[config.mk]
export PLATFORM = sky130hd
export DESIGN_NAME = trigger_capture
export DESIGN_NICKNAME = d
export VERILOG_FILES = /design/src/rtl/trigger_pkg.sv /design/src/rtl/trig_fifo.sv /design/src/rtl/trigger_capture.sv
export SDC_FILE = /design/constraint.sdc
export NUM_CORES = 1
export LEC_CHECK = 0
export CAP_MARGIN = 5
export CORE_ASPECT_RATIO = 0.9
export CORE_MARGIN = 2
export CORE_UTILIZATION = 61
export DETAILED_ROUTE_END_ITERATION = 8
export PLACE_DENSITY_LB_ADDON = 0.2
export SLEW_MARGIN = 20
export SYNTH_ARGS = -nofsm -noshare
export SYNTH_HDL_FRONTEND = slang
export SYNTH_SLANG_ARGS = --single-unit
[constraint.sdc]
create_clock -name clk -period 5 [get_ports clk]
set_input_delay 1 -clock clk [delete_from_list [all_inputs] [get_ports clk]]
set_output_delay 1 -clock clk [all_outputs]
set_load 0.02 [all_outputs]
[src/rtl/trigger_pkg.sv]
// Shared types and constants for the trigger capture block: FSM states, edge selection
// encoding and the holdoff window length used when TRIGGER_CAPTURE_HOLDOFF_EN is defined.
package trigger_pkg;

    typedef enum logic [1:0] {
        ST_IDLE    = 2'd0,
        ST_ARMED   = 2'd1,
        ST_HOLDOFF = 2'd2
    } cap_state_t;

    typedef enum logic [1:0] {
        EDGE_RISE = 2'd0,
        EDGE_FALL = 2'd1,
        EDGE_BOTH = 2'd2,
        EDGE_NONE = 2'd3
    } edge_sel_t;

    localparam int HOLDOFF_CYCLES = 8;

    function automatic logic edge_match(input edge_sel_t sel, input logic rise, input logic fall);
        logic hit;
        hit = 1'b0;
        case (sel)
            EDGE_RISE: hit = rise;
            EDGE_FALL: hit = fall;
            EDGE_BOTH: hit = rise | fall;
            default:   hit = 1'b0;
        endcase
        return hit;
    endfunction

endpackage

[src/rtl/trig_fifo.sv]
// First-word-fall-through synchronous FIFO; head visible the cycle after the first push.
// A push while full is refused unless a pop happens in the same cycle; pop while empty is ignored.
module trig_fifo #(
    parameter int WIDTH = 16,
    parameter int DEPTH = 4
) (
    input  logic                     clk,
    input  logic                     rst,
    input  logic                     push_i,
    input  logic [WIDTH-1:0]         push_dat_i,
    input  logic                     pop_i,
    output logic [WIDTH-1:0]         head_dat_o,
    output logic                     full_o,
    output logic                     empty_o,
    output logic [$clog2(DEPTH):0]   count_o
);
    localparam int AW = $clog2(DEPTH);

    logic [WIDTH-1:0] mem_q [DEPTH];
    logic [AW-1:0]    wr_ptr_q, wr_ptr_d;
    logic [AW-1:0]    rd_ptr_q, rd_ptr_d;
    logic [AW:0]      count_q, count_d;
    logic             do_push, do_pop;

    assign empty_o = (count_q == '0);
    assign full_o  = (count_q == (AW+1)'(DEPTH));
    assign do_pop  = pop_i & ~empty_o;
    assign do_push = push_i & (~full_o | do_pop);

    always_comb begin
        wr_ptr_d = wr_ptr_q;
        rd_ptr_d = rd_ptr_q;
        count_d  = count_q;
        if (do_push) wr_ptr_d = wr_ptr_q + AW'(1);
        if (do_pop)  rd_ptr_d = rd_ptr_q + AW'(1);
        case ({do_push, do_pop})
            2'b10:   count_d = count_q + (AW+1)'(1);
            2'b01:   count_d = count_q - (AW+1)'(1);
            default: count_d = count_q;
        endcase
    end

    always_ff @(posedge clk) begin
        if (do_push) mem_q[wr_ptr_q] <= push_dat_i;
    end

    always_ff @(posedge clk or posedge rst) begin
        if (rst) begin
            wr_ptr_q <= '0;
            rd_ptr_q <= '0;
            count_q  <= '0;
        end else begin
            wr_ptr_q <= wr_ptr_d;
            rd_ptr_q <= rd_ptr_d;
            count_q  <= count_d;
        end
    end

    // Storage is not reset, so the head is masked to zero whenever nothing valid is held.
    assign head_dat_o = empty_o ? '0 : mem_q[rd_ptr_q];
    assign count_o    = count_q;

endmodule

[src/rtl/trigger_capture.sv]
// Synchronises trig_in, timestamps qualifying edges (pin to FIFO write <= SYNC_STAGES+1 cycles);
// full FIFO drops events into the sticky overflow flag. TRIGGER_CAPTURE_HOLDOFF_EN adds a post-capture holdoff.
module trigger_capture
    import trigger_pkg::*;
#(
    parameter int TS_WIDTH    = 16,
    parameter int DEPTH       = 4,
    parameter int SYNC_STAGES = 2
) (
    input  logic                      clk,
    input  logic                      rst,
    input  logic                      trig_in,
    input  logic                      arm,
    input  logic [1:0]                edge_sel,
    input  logic                      rd_en,
    input  logic                      clr_ovf,
    output logic [TS_WIDTH-1:0]       ts_out,
    output logic                      ts_valid,
    output logic [$clog2(DEPTH):0]    fifo_count,
    output logic                      overflow,
    output logic                      armed
);
    logic [SYNC_STAGES-1:0] sync_q, sync_d;
    logic                   s_d_q;
    logic [TS_WIDTH-1:0]    cnt_q, cnt_d;
    cap_state_t             state_q, state_d;
    logic                   ovf_q, ovf_d;
    logic                   sync_s, rise, fall, evt, capture, drop;
    logic                   fifo_full, fifo_empty;
    edge_sel_t              sel;

`ifdef TRIGGER_CAPTURE_HOLDOFF_EN
    localparam int HO_W = $clog2(HOLDOFF_CYCLES);
    logic [HO_W-1:0] ho_cnt_q, ho_cnt_d;
`endif

    assign sync_d = {sync_q[SYNC_STAGES-2:0], trig_in};
    assign sync_s = sync_q[SYNC_STAGES-1];
    assign rise   = sync_s & ~s_d_q;
    assign fall   = ~sync_s & s_d_q;
    assign sel    = edge_sel_t'(edge_sel);
    assign evt    = edge_match(sel, rise, fall);
    assign cnt_d  = cnt_q + TS_WIDTH'(1);

    always_comb begin
        state_d = state_q;
        capture = 1'b0;
`ifdef TRIGGER_CAPTURE_HOLDOFF_EN
        ho_cnt_d = ho_cnt_q;
`endif
        case (state_q)
            ST_IDLE: begin
                if (arm) state_d = ST_ARMED;
            end
            ST_ARMED: begin
                // An event in the cycle arm drops is still captured.
                capture = evt;
                if (!arm) begin
                    state_d = ST_IDLE;
                end
`ifdef TRIGGER_CAPTURE_HOLDOFF_EN
                else if (evt) begin
                    state_d  = ST_HOLDOFF;
                    ho_cnt_d = HO_W'(HOLDOFF_CYCLES - 1);
                end
`endif
            end
            ST_HOLDOFF: begin
`ifdef TRIGGER_CAPTURE_HOLDOFF_EN
                if (!arm)                state_d = ST_IDLE;
                else if (ho_cnt_q == '0) state_d = ST_ARMED;
                else                     ho_cnt_d = ho_cnt_q - HO_W'(1);
`else
                state_d = ST_IDLE;
`endif
            end
            default: state_d = ST_IDLE;
        endcase
    end

    // Only a full FIFO drops; holdoff-suppressed events never reach capture.
    assign drop  = capture & fifo_full & ~(rd_en & ~fifo_empty);
    assign ovf_d = drop ? 1'b1 : (clr_ovf ? 1'b0 : ovf_q);

    always_ff @(posedge clk or posedge rst) begin
        if (rst) begin
            sync_q   <= '0;
            s_d_q    <= 1'b0;
            cnt_q    <= '0;
            state_q  <= ST_IDLE;
            ovf_q    <= 1'b0;
`ifdef TRIGGER_CAPTURE_HOLDOFF_EN
            ho_cnt_q <= '0;
`endif
        end else begin
            sync_q   <= sync_d;
            s_d_q    <= sync_s;
            cnt_q    <= cnt_d;
            state_q  <= state_d;
            ovf_q    <= ovf_d;
`ifdef TRIGGER_CAPTURE_HOLDOFF_EN
            ho_cnt_q <= ho_cnt_d;
`endif
        end
    end

    trig_fifo #(
        .WIDTH (TS_WIDTH),
        .DEPTH (DEPTH)
    ) u_fifo (
        .clk        (clk),
        .rst        (rst),
        .push_i     (capture),
        .push_dat_i (cnt_q),
        .pop_i      (rd_en),
        .head_dat_o (ts_out),
        .full_o     (fifo_full),
        .empty_o    (fifo_empty),
        .count_o    (fifo_count)
    );

    assign ts_valid = ~fifo_empty;
    assign overflow = ovf_q;
    assign armed    = (state_q != ST_IDLE);

endmodule
== Yosys cells after proc, flatten, opt, wreduce, memory -nomap -nowiden ==
Memory sizes are Yosys's and may differ from the RTL's.
Cells that the tools add are included.

* $add $sub $neg: 5
* $mul: 0
* Div/mod/pow operators: 0
* Magnitude comparators: 0
* Eq/ne operators: 8
* Shifts and indexed selects: 0
* Mux-type cells: 11
* Bitwise gates (word level): 13
* Reduce and logical (&&, ||, !) cells: 7

{| class="wikitable"
|+ Operator list
! cell !! count
|-
| adder 16 x 1 -> 16 bit, second input constant || 1
|-
| two-way mux 16 bit || 1
|-
| AND 1 bit || 6
|-
| equality test 2 x 1 -> 1 bit, second input constant || 3
|-
| one-hot mux 3 bit (2 select lines) || 1
|-
| nonzero test 2 bit || 3
|-
| two-way mux 1 bit || 5
|-
| inverter 1 bit || 5
|-
| adder 2 x 1 -> 2 bit, second input constant || 2
|-
| equality test 2 bit, second input constant || 2
|-
| logical NOT 2 bit || 2
|-
| two-way mux 2 bit || 2
|-
| inequality test 2 bit, second input constant || 2
|-
| one-hot mux 2 bit (2 select lines) || 1
|-
| adder 3 x 1 -> 3 bit, second input constant || 1
|-
| equality test 3 bit, second input constant || 1
|-
| logical NOT 3 bit || 1
|-
| one-hot mux 1 bit (3 select lines) || 1
|-
| subtractor 3 x 1 -> 3 bit, second input constant || 1
|-
| OR 1 bit || 2
|-
| AND reduction 2 bit || 1
|}

* Register bits: 29
* Bits in latches: 0
* Bits in writable memories: 64
* Memory bits (read-only): 0
* Input port bits: 8
* Logic and storage cells: 53
* Memories: 1

{| class="wikitable"
|+ Memories
! memory !! depth !! width !! rd ports !! clocked after Yosys merged registers in !! write ports !! RTL line !! text
|-
| u_fifo.mem_q || 4 || 16 || 1 || 0 || 1 || trig_fifo.sv:19 || <nowiki>logic [WIDTH-1:0] mem_q [DEPTH];</nowiki>
|}

== Logic depth before layout (Yosys ltp) ==
Gate-level depths: netlist of run 1.

* Depth in word-level cells: 8
* Depth in mapped cells: 12
* Gate-level depth less buffers: 12

== By module ==
From an unflattened synthesis of run 1, not the netlist that was laid out.

* Cells, all modules: 219
* Area total of the unflattened synthesis: 3784.9 µm²

{| class="wikitable"
|+ Modules (own cells, without submodules)
! module !! times used !! cells each !! area each (µm²) !! seq. area each (µm²)
|-
| trig_fifo || 1 || 141 || 2857.7 || 2097.0
|-
| trigger_capture || 1 || 78 || 927.1 || 525.5
|}

== Least setup slack after synthesis of run 1 ==
Ideal clock, no wire load.

* Kind: input port to flip-flop
* From: input port rd_en
* To: register u_fifo.count_q[2] (netlist: u_fifo.count_o[2])
* Setup time: 80 ps
* Arrival time: 2631 ps
* Slack: 2289 ps
* Stages on the path: 10
* Cells stage by stage: or4b_4 -> nand2_2 -> a21oi_2 -> inv_1 -> ha_1 -> inv_1 -> fa_1 -> xor2_1 -> nor2_1 -> xor2_1

* Word-level cells in the longest chain between the ends: 5

{| class="wikitable"
|+ Ends and longest elaborated chain
! what !! RTL line !! text
|-
| start: declaration || trigger_capture.sv:15 || <nowiki>input logic rd_en,</nowiki>
|-
| AND 1 bit (*) || trig_fifo.sv:27 || <nowiki>assign do_pop = pop_i & ~empty_o;</nowiki>
|-
| OR 1 bit || trig_fifo.sv:28 || <nowiki>assign do_push = push_i & (~full_o | do_pop);</nowiki>
|-
| AND 1 bit || trig_fifo.sv:28 ||
|-
| equality test 2 x 1 -> 1 bit or equality test 2 bit (tied branches) || trig_fifo.sv:36 || <nowiki>case ({do_push, do_pop})</nowiki>
|-
| one-hot mux 3 bit (2 select lines) or nonzero test 2 bit (tied branches) || -- ||
|-
| end signal: assignment || trig_fifo.sv:55 || <nowiki>count_q <= count_d;</nowiki>
|-
| end: declaration || trig_fifo.sv:22 || <nowiki>logic [AW:0] count_q, count_d;</nowiki>
|}

Every way passes the cells marked *; elsewhere a longest branch is shown, timed or not.
A chain may end at the register's enable or synchronous reset.

== Worst setup path in the final report of run 1 ==
* From: register u_fifo.rd_ptr_q[0]
* To: output port ts_out[7]

* Word-level cells in the longest chain between the ends: 2

{| class="wikitable"
|+ Ends and longest elaborated chain
! what !! RTL line !! text
|-
| start: declaration || trig_fifo.sv:21 || <nowiki>logic [AW-1:0] rd_ptr_q, rd_ptr_d;</nowiki>
|-
| start signal: assignment || trig_fifo.sv:54 || <nowiki>rd_ptr_q <= rd_ptr_d;</nowiki>
|-
| memory (4 x 16 bit) || -- ||
|-
| two-way mux 16 bit || trig_fifo.sv:60 || <nowiki>assign head_dat_o = empty_o ? '0 : mem_q[rd_ptr_q];</nowiki>
|-
| end: declaration || trigger_capture.sv:17 || <nowiki>output logic [TS_WIDTH-1:0] ts_out,</nowiki>
|}

No other way between the ends.

==> out/metrics.cfg, run 1 <==
[status]
status=completed

[route]
wl_per_cell_um=17.6
dr.pass1.iters=4
drt-total-wl_um=5590
ant_nets=0
drc_errors=0
routed_via_density=5.54
drt_iter0_drc=125
vias=1757

[power_and_ir_drop]
ir_worst_vdd_mv=0.399
total_leakage_power_uw=0.00157
power_per_cell_area_nw_per_um2=509
pwr-share-comb_pct=31.0
power.switching_uw=634
clkPwrFrac_pct=24.3
intPower_uw=1540
seqPwrFrac_pct=44.6
switching_share_pct=29.2
power.total_uw=2170

[logic_synthesis]
synth_top_area_share_pct=51.7
ys_warn_count=0
synthFlopType=edfxtp_1
ys_top_cells_by_area=edfxtp_1 52%, dfrtp_1 19%, mux4_2 9.7%, and2_1 3.7%, xnor2_1 3.3%
seq_area_frac_synth_pct=70.5
synth_cells=210
synth.avg_cell_area_um2=17.7
ys_types=29
synth.net_count=227
ys_seq_elements=92
synth_area_um2=3720
async_flop_share_pct=30.4
yosys.area.top_type=edfxtp_1
synth_edf_count=64

[setup_path]
critical-path-top-delay-family=flip-flops
path_cells=mux4_2, and2_1, clkdlybuf4s50_1
endpoint_kind=output port
critPathMaxStageDelay_ns=0.76
worstPathArrival_ns=2.40
worst-setup-path-type=reg -> out
crit_path_max_fanout=18
cp_slowest_cell=dfrtp_2
cp.buffers_inverters=1
required_ns=4.00
start_kind=flip-flop

[global_route]
grt_pass1_wl_um=9320
grt_usage_pct=19.1
grt_pass1_vias=1882
grt_max_degree=29
overflow=0
antenna_found_initial=0

[cells_and_area]
regArea_um2=2620
layout_commonest_cell=edfxtp_1
final_nets=259
antenna_cells=0
layout_common_cells=64 x edfxtp_1, 29 x clkdlybuf4s50_1, 27 x dfrtp_1
multiInputGateArea_um2=1010
drive_gt1_share_pct=14.6
area_growth_pct=14.8
fill_cells=367

[timing]
clock.fmax_mhz=294
worst_pin_slew_ns=0.871
drv_slew=0
slew_headroom_pct=42.0
rsz0062_at_grt=false
fin_ws_ns=1.60
hold_viol=0
finClkSkew_ns=0.00579
post-route-period-util_pct=67.9
setup_tns_ns=0
setup_viol=0
period_needed_ns=3.40

[clock_tree]
cts_tree=built
cts_root_buf=clkbuf_8
clockBufferDepth=2
clock_sinks=92
cts_hold_buf=0
clk_pin_slew_ns=0.08
cts_setup_buffers=0
clock_latency_ns=0.35
cts_resized=0
cts_made_buffers=9
htree_levels=3

[floorplanning]
chipWidth_um=86.3
rows=26
dieHeight_um=78.1
start_util_pct=64.2
ios=30
core_um2=5790
die-area_um2=6740

[placed_design]
hpwl_um=3470
dp_slack_ns=1.56
gp_congestion=0.737
portBuffers=29

[job]
max_cap_violations=0

[worst_hold_path]
holdCritPathClass=reg -> reg

-- worst reg2reg max path, cell delays in order (launching register included) --
cell,delay (ns)
dfrtp_1,0.38
inv_1,0.06
ha_1,0.27
nand2b_1,0.14
a21o_1,0.17
a21oi_2,0.30
and2_1,0.76
-- metal layers --
metal | GRT usage, % | up-vias | wire (µm) | part of all wire, %
met3 | 6.10 | 6 | 194 | 3.5
met1 | 26.0 | 888 | 2650 | 47
li1 | - | 835 | - | -
met4 | 5.00 | 0 | 48 | 0.86
met2 | 30.5 | 28 | 2690 | 48
met5 | 0 | - | 0 | 0
-- area by class of cell --
class / count / area share (%)
Clock buffer: 10 / 2.99
Clock inverter: 6 / 2.05
Inverter: 12 / 1.06
Multi-Input combinational cell: 98 / 23.6
Sequential cell: 92 / 61.5
Tap cell: 70 / 2.05
Timing Repair Buffer: 29 / 6.80
-- worst paths after layout --
check / startpoint / to / slack, ns / cells past startpoint
min in group asynchronous: rst / cnt_q[9] / 1.02 / 2
max reg2reg: sync_q[1] / u_fifo.mem_q[3][11] / 2.55 / 6
max in group asynchronous: rst / u_fifo.rd_ptr_q[0] / 3.55 / 2
max: u_fifo.rd_ptr_q[0] / ts_out[7] / 1.60 / 3
min: sync_q[0] / sync_q[1] / 0.36 / 0
min reg2reg: sync_q[0] / sync_q[1] / 0.36 / 0
-- through the flow --
| stage | util [%] | hold slack [ns] | cells | instance area (µm²) |
|---|---|---|---|---|
| after global routing | 73.7 | 0.376 | 317 | 4270 |
| after detailed placement | 70.0 | 0.339 | 301 | 4050 |
| final | 73.7 | 0.356 | 317 | 4270 |
| after floorplan | - | 0.331 | 210 | 3720 |
| after CTS | 73.7 | 0.359 | 317 | 4270 |
| after global placement | 70.0 | 0.334 | 301 | 4050 |
-- synthesized netlist by cell type (2+ instances only) --
cell type	count
edfxtp_1	64
dfrtp_1	28
and2_1	22
mux4_2	16
xnor2_1	14
inv_1	12
ha_1	8
nand3_1	6
xor2_1	6
and4_1	5
clkbuf_1	4
nand2_1	4
and3_1	2
buf_2	2
nand2b_1	2
nand4_1	2
-- registers in the layout, indices dropped and copies added (netlist names) --
name and flops:
u_fifo.mem_q 64, cnt_q 16, u_fifo.count_o 3, sync_q 2
u_fifo.rd_ptr_q 2, u_fifo.wr_ptr_q 2, overflow 1, s_d_q 1
state_q 1
-- kinds of logic (layout without fill, tap and decap cells) --
group           Yosys count  in the layout  synth area share (%)
compound gates            3              3                 0.673
flops                    92             92                  70.5
simple gates             48             48                  8.11
mux                      18             18                  10.4
xor+xnor                 20             20                  4.71
buf+inv                  20             57                  2.39
fa+ha+maj                 9              9                  3.23
-- power by group through the flow --
stage / registers, µW / clock network, µW / logic, µW
detailed placement: 990 / 0 / 685
CTS: 974 / 538 / 686
finish: 970 / 528 / 675
global placement: 987 / 0 / 674
floorplan: 926 / 0 / 493
global route: 987 / 568 / 730
(Power assumes the default switching activity.)
==> run 2: changes to the inputs <==
--- a/config.mk
+++ b/config.mk
@@ -8,7 +8,7 @@
 export CAP_MARGIN = 5
 export CORE_ASPECT_RATIO = 0.9
 export CORE_MARGIN = 2
-export CORE_UTILIZATION = 61
+export CORE_UTILIZATION = 57
 export DETAILED_ROUTE_END_ITERATION = 8
 export PLACE_DENSITY_LB_ADDON = 0.2
 export SLEW_MARGIN = 20
==> constraint.sdc (replaced) <==
create_clock -name clk -period 3.4 [get_ports clk]
set_input_delay 0.68 -clock clk [delete_from_list [all_inputs] [get_ports clk]]
set_output_delay 0.68 -clock clk [all_outputs]
set_load 0.02 [all_outputs]
==> run 2 against run 1 <==
  * Total power up 48%
  * Die area up 6.7%
  * Critical path type unchanged
  * Clock-buffer cell count up 1
  * Sequential share of layout area down 1.2 points
  * Clock skew up 0.00087 ns
  * Flip-flop and latch count unchanged
  * First-iteration DRC count down 2.4%
  * Cell area up 1.9%
  * Utilization down 3.8 points
  * Routed wire length up 5.6%
  * Global-route usage about the same
  * Critical endpoint is now ts_out[6]
==> out/metrics.cfg, run 2 (same netlist as run 1, synthesis figures left out) <==
[setup_path]
required_ns=2.72  ; was 4.00 ns
endpoint_kind=output port  ; unchanged
cp_slowest_cell=mux4_2  ; was dfrtp_2
worstPathArrival_ns=2.35  ; was 2.40 ns
critPathMaxStageDelay_ns=0.57  ; was 0.76 ns
path_cells=buf_4, mux4_2, and2_1, clkdlybuf4s50_1  ; was mux4_2, and2_1, clkdlybuf4s50_1
worst-setup-path-type=reg -> out  ; unchanged
start_kind=flip-flop  ; unchanged
crit_path_max_fanout=16  ; was 18

[timing]
finClkSkew_ns=0.00666  ; was 0.00579 ns
rsz0062_at_grt=false  ; unchanged
setup_tns_ns=0  ; unchanged
fin_ws_ns=0.373  ; was 1.60 ns
hold_viol=0  ; unchanged
clock.fmax_mhz=330
slew_headroom_pct=63.1  ; was 42.0%
setup_viol=0  ; unchanged
post-route-period-util_pct=89.0
period_needed_ns=3.03
drv_slew=0  ; unchanged
worst_pin_slew_ns=0.554  ; was 0.871 ns

[floorplanning]
die-area_um2=7190  ; was 6740 µm²
dieHeight_um=80.6  ; was 78.1 µm
core_um2=6220  ; was 5790 µm²
chipWidth_um=89.1  ; was 86.3 µm
start_util_pct=59.8  ; was 64.2%
ios=30  ; unchanged
rows=27  ; was 26

[cells_and_area]
antenna_cells=0  ; unchanged
area_growth_pct=17.0  ; was 14.8%
final_nets=268  ; was 259
layout_commonest_cell=edfxtp_1  ; unchanged
fill_cells=450  ; was 367
largest_reg_flops=64  ; unchanged
layout_common_cells=64 x edfxtp_1, 29 x clkdlybuf4s50_1, 28 x dfrtp_1  ; was 64 x edfxtp_1, 29 x clkdlybuf4s50_1, 27 x dfrtp_1
drive_gt1_share_pct=16.4  ; was 14.6%
top_register=u_fifo.mem_q  ; unchanged
final_cells=343  ; was 317

[power_and_ir_drop]
total_leakage_power_uw=0.00162  ; was 0.00157 µW
power.total_uw=3220  ; was 2170 µW
power.switching_uw=935  ; was 634 µW
seqPwrFrac_pct=41.9  ; was 44.6%
pwr-share-comb_pct=34.5  ; was 31.0%
power_per_cell_area_nw_per_um2=740  ; was 509 nW/µm²
ir_worst_vdd_mv=0.486  ; was 0.399 mV
clkPwrFrac_pct=23.6  ; was 24.3%
intPower_uw=2280  ; was 1540 µW
switching_share_pct=29.1  ; was 29.2%

[clock_tree]
cts_root_buf=clkbuf_8  ; unchanged
clk_pin_slew_ns=0.08  ; about the same
cts_hold_buf=0  ; unchanged
cts_resized=0  ; unchanged
clock_latency_ns=0.34  ; was 0.35 ns
cts_tree=built  ; unchanged
clockBufferDepth=2  ; unchanged
htree_levels=3  ; unchanged
clock_sinks=92  ; unchanged
cts_setup_buffers=0  ; unchanged
cts_made_buffers=9  ; unchanged

[placed_design]
gp_congestion=0.664  ; was 0.737
hpwl_um=3810  ; was 3470 µm
portBuffers=29  ; unchanged
placedCellCount=327  ; was 301
dp_slack_ns=0.471  ; was 1.56 ns

[worst_hold_path]
holdCritPathClass=reg -> reg  ; unchanged

[global_route]
antenna_found_initial=0  ; unchanged
grt_pass1_vias=1887  ; was 1882
grt_max_degree=29  ; unchanged
overflow=0  ; unchanged
grt_usage_pct=19.1  ; about the same
grt_pass1_wl_um=9830  ; was 9320 µm

[route]
ant_nets=0  ; unchanged
drt-total-wl_um=5900  ; was 5590 µm
dr.pass1.iters=4  ; unchanged
drt_iter0_drc=122  ; was 125
wl_per_cell_um=17.2  ; was 17.6 µm
drc_errors=0  ; unchanged
routed_via_density=5.29  ; was 5.54
vias=1816  ; was 1757

[status]
status=completed  ; unchanged

[job]
max_cap_violations=0  ; unchanged

## run 2: through the flow
| step | hold slack (ns) | util [%] | instance area, µm² |
|---|---|---|---|
| final | 0.376 | 70.0 | 4350 |
| after global routing | 0.391 | 70.0 | 4350 |
| after CTS | 0.377 | 70.0 | 4350 |
| after detailed placement | 0.358 | 66.6 | 4140 |
| after global placement | 0.332 | 66.6 | 4140 |
| after floorplan | 0.331 | - | 3720 |
## run 2: cell type report
type | instances | area, µm² | share of cell area (%)
multi-input combinational | 98 | 1010 | 23.2
sequential | 92 | 2620 | 60.3
inverter | 12 | 45.0 | 1.04
clock buffer | 11 | 131 | 3.02
tap | 87 | 109 | 2.50
timing repair buffer | 38 | 358 | 8.23
clock inverter | 5 | 76.3 | 1.75
## run 2: critical path: cells and delay by family (launching register included)
family / cells / cell delay (ns)
and+or+nand+nor: 1 / 0.17
muxes: 1 / 0.57
DFF: 1 / 0.39
buffers and inverters: 2 / 0.87
## run 2: routing by layer
layer  vias up  track usage (%)  part of all wire (%)  wire length, µm
li1        853                -                     -                -
met1       930             26.3                    47             2760
met2        27             30.4                    50             2950
met3         6             3.70                   2.3              134
met4         0             7.31                   1.0               59
met5         -                0                     0                0
## run 2: path summary, 6_finish.rpt
check                              startpoint                end  slack (ns)  depth (start not counted)
setup / recovery           u_fifo.rd_ptr_q[0]          ts_out[6]        0.37                          4
hold / removal                      sync_q[0]          sync_q[1]        0.38                          0
setup reg to reg                    sync_q[1]  u_fifo.count_o[2]        1.03                         12
hold reg to reg                     sync_q[0]          sync_q[1]        0.38                          0
max in group asynchronous                 rst          cnt_q[13]        2.42                          3
min in group asynchronous                 rst           cnt_q[8]        0.71                          3
## run 2: power by group through the flow
| stage | clock network [µW] | registers (µW) | logic [µW] |
|---|---|---|---|
| after global routing | 823 | 1360 | 1210 |
| after floorplan | 0 | 1360 | 725 |
| after detailed placement | 0 | 1370 | 1120 |
| final | 759 | 1350 | 1110 |
| after CTS | 775 | 1350 | 1130 |
| after global placement | 0 | 1370 | 1100 |
==> run 3: changes to the inputs <==
--- a/config.mk
+++ b/config.mk
@@ -10,8 +10,9 @@
 export CORE_MARGIN = 2
 export CORE_UTILIZATION = 57
 export DETAILED_ROUTE_END_ITERATION = 8
+export GPL_TIMING_DRIVEN = 0
 export PLACE_DENSITY_LB_ADDON = 0.2
-export SLEW_MARGIN = 20
+export SLEW_MARGIN = 25
 export SYNTH_ARGS = -nofsm -noshare
 export SYNTH_HDL_FRONTEND = slang
 export SYNTH_SLANG_ARGS = --single-unit
==> run 3 against run 2 <==
  * Non-clock buffer count fell by 2
  * Sequential share of layout area rose by 0.76 points
  * Global-route usage fell by 0.93 points
  * Critical endpoint is now ts_out[7]
  * Largest cell class unchanged
  * Largest power group unchanged
==> out/metrics.cfg, run 3 (same netlist as run 1, synthesis figures left out) <==
[cells_and_area]
drive_gt1_share_pct=14.6  ; was 16.4%
final_nets=266  ; was 268
layout_commonest_cell=edfxtp_1  ; unchanged
top_register=u_fifo.mem_q  ; unchanged
layout_common_cells=64 x edfxtp_1, 28 x dfrtp_1, 28 x clkdlybuf4s50_1  ; was 64 x edfxtp_1, 29 x clkdlybuf4s50_1, 28 x dfrtp_1
antenna_cells=0  ; unchanged
largest_reg_flops=64  ; unchanged
area_growth_pct=15.5  ; was 17.0%

[clock_tree]
clock_sinks=92  ; unchanged
cts_resized=0  ; unchanged
cts_hold_buf=0  ; unchanged
clock_latency_ns=0.34  ; about the same
cts_setup_buffers=0  ; unchanged
clk_pin_slew_ns=0.08  ; about the same
cts_root_buf=clkbuf_8  ; unchanged
cts_made_buffers=9  ; unchanged
htree_levels=3  ; unchanged
cts_tree=built  ; unchanged
clockBufferDepth=2  ; unchanged

[timing]
post-route-period-util_pct=88.7  ; was 89.0%
drv_slew=0  ; unchanged
hold_viol=0  ; unchanged
clock.fmax_mhz=332  ; was 330 MHz
period_needed_ns=3.02  ; was 3.03 ns
rsz0062_at_grt=false  ; unchanged
slew_headroom_pct=38.5  ; was 63.1%
setup_tns_ns=0  ; unchanged
hold_slack_ns=0.357  ; was 0.376 ns
finClkSkew_ns=0.00763  ; was 0.00666 ns
setup_viol=0  ; unchanged
worst_pin_slew_ns=0.923  ; was 0.554 ns

[global_route]
grt_pass1_vias=1815  ; was 1887
grt_use_met2_pct=27.3  ; was 30.4%
grt_pass1_wl_um=9240  ; was 9830 µm
grt_max_degree=29  ; unchanged
met1_usage_pct=25.0  ; was 26.3%
antenna_found_initial=0  ; unchanged
grt_use_met3_pct=4.62  ; was 3.70%
grt_usage_pct=18.2  ; was 19.1%
top_usage_layer=met2  ; unchanged
overflow=0  ; unchanged

[floorplanning]
core_um2=6220  ; unchanged
die-area_um2=7190  ; unchanged
dieHeight_um=80.6  ; unchanged
start_util_pct=59.8  ; unchanged
rows=27  ; unchanged
chipWidth_um=89.1  ; unchanged
ios=30  ; unchanged

[route]
dr.pass1.iters=4  ; unchanged
vias=1785  ; was 1816
routed_via_density=5.23  ; was 5.29
drt-total-wl_um=5530  ; was 5900 µm
ant_nets=0  ; unchanged
drc_errors=0  ; unchanged
drt_iter0_drc=137  ; was 122
wl_per_cell_um=16.2  ; was 17.2 µm

[setup_path]
r2r_start=sync_q[1]  ; unchanged
worstPathArrival_ns=2.34  ; was 2.35 ns
r2r_slack_ns=0.87  ; was 1.03 ns
endpoint_kind=output port  ; unchanged
required_ns=2.72  ; about the same
worstRegToRegCells=6  ; was 12
worst-setup-path-type=reg -> out  ; unchanged
r2r_end=u_fifo.mem_q[1][2]  ; was u_fifo.count_o[2]
crit_path_max_fanout=10  ; was 16
start_kind=flip-flop  ; unchanged

[worst_hold_path]
holdPathStages=0  ; unchanged
holdPathEnd=sync_q[1]  ; unchanged
min-delay-start=sync_q[0]  ; unchanged
holdCritPathClass=reg -> reg  ; unchanged

[power_and_ir_drop]
ir_worst_vdd_mv=0.499  ; was 0.486 mV
power_per_cell_area_nw_per_um2=732  ; was 740 nW/µm²
total_leakage_power_uw=0.00158  ; was 0.00162 µW

[placed_design]
gp_congestion=0.722  ; was 0.664
portBuffers=28  ; was 29
hpwl_um=3630  ; was 3810 µm

[job]
max_cap_violations=0  ; unchanged

[status]
status=completed  ; unchanged

-- run 3: cell types whose count changed in the layout (fill, tap and decap cells not counted), sizes merged --
cell	delta
clkdlybuf4s50	-1
clkbuf	+6
clkinvlp	-1
buf	-5
bufinv	-1
-- run 3: metrics by stage --
step                cell area (µm²)  instances  util (%)  power (µW)  worst slack (ns)
floorplan                      3720        210         -        2090              1.01
detailed placement             4110        325      66.1        2500             0.394
CTS                            4300        341      69.1        3180             0.333
global route                   4300        341      69.1        3310             0.185
global placement               4110        325      66.1        2480             0.457
finish                         4300        341      69.1        3150             0.384
-- run 3: area by class of cell --
| class | instances | area [µm²] |
|---|---|---|
| Clock inverter | 3 | 38.8 |
| Inverter | 12 | 45.0 |
| Fill cell | 433 | 1920 |
| Tap cell | 87 | 109 |
| Timing Repair Buffer | 28 | 280 |
| Buffer | 8 | 43.8 |
| Sequential cell | 92 | 2620 |
| Multi-Input combinational cell | 98 | 1010 |
| Clock buffer | 13 | 149 |
-- run 3: power breakdown --
part / internal, µW / switching [µW]
Combinational: 601 / 527
Sequential: 1280 / 47.3
Clock: 358 / 335
-- run 3: how the worst max path moves through the flow --
stage,start,to,slack (ns),depth (start not counted)
2_1_floorplan,rd_en,u_fifo.count_o[2],1.01,10
3_3_place_gp,edge_sel[1],u_fifo.mem_q[2][3],0.46,5
3_5_place_dp,rd_en,u_fifo.count_o[2],0.39,11
4_1_cts,u_fifo.count_o[0],ts_out[7],0.33,5
5_1_grt,u_fifo.count_o[0],ts_out[13],0.18,5
6_report,u_fifo.count_o[0],ts_out[7],0.38,5
-- run 3: metal layers --
metal  wire length [µm]  vias to the layer above
met5                  0                        -
met2               2670                       40
met4                 71                        0
met3                219                        6
met1               2570                      891
li1                   -                      848
-- run 3: worst max-delay path, stage by stage, from the launching register on --
cell and delay [ns]:
dfrtp_1 0.43, or3_1 0.38, clkbuf_1 0.22, clkbuf_1 0.25, and2_1 0.18, clkdlybuf4s50_1 0.53
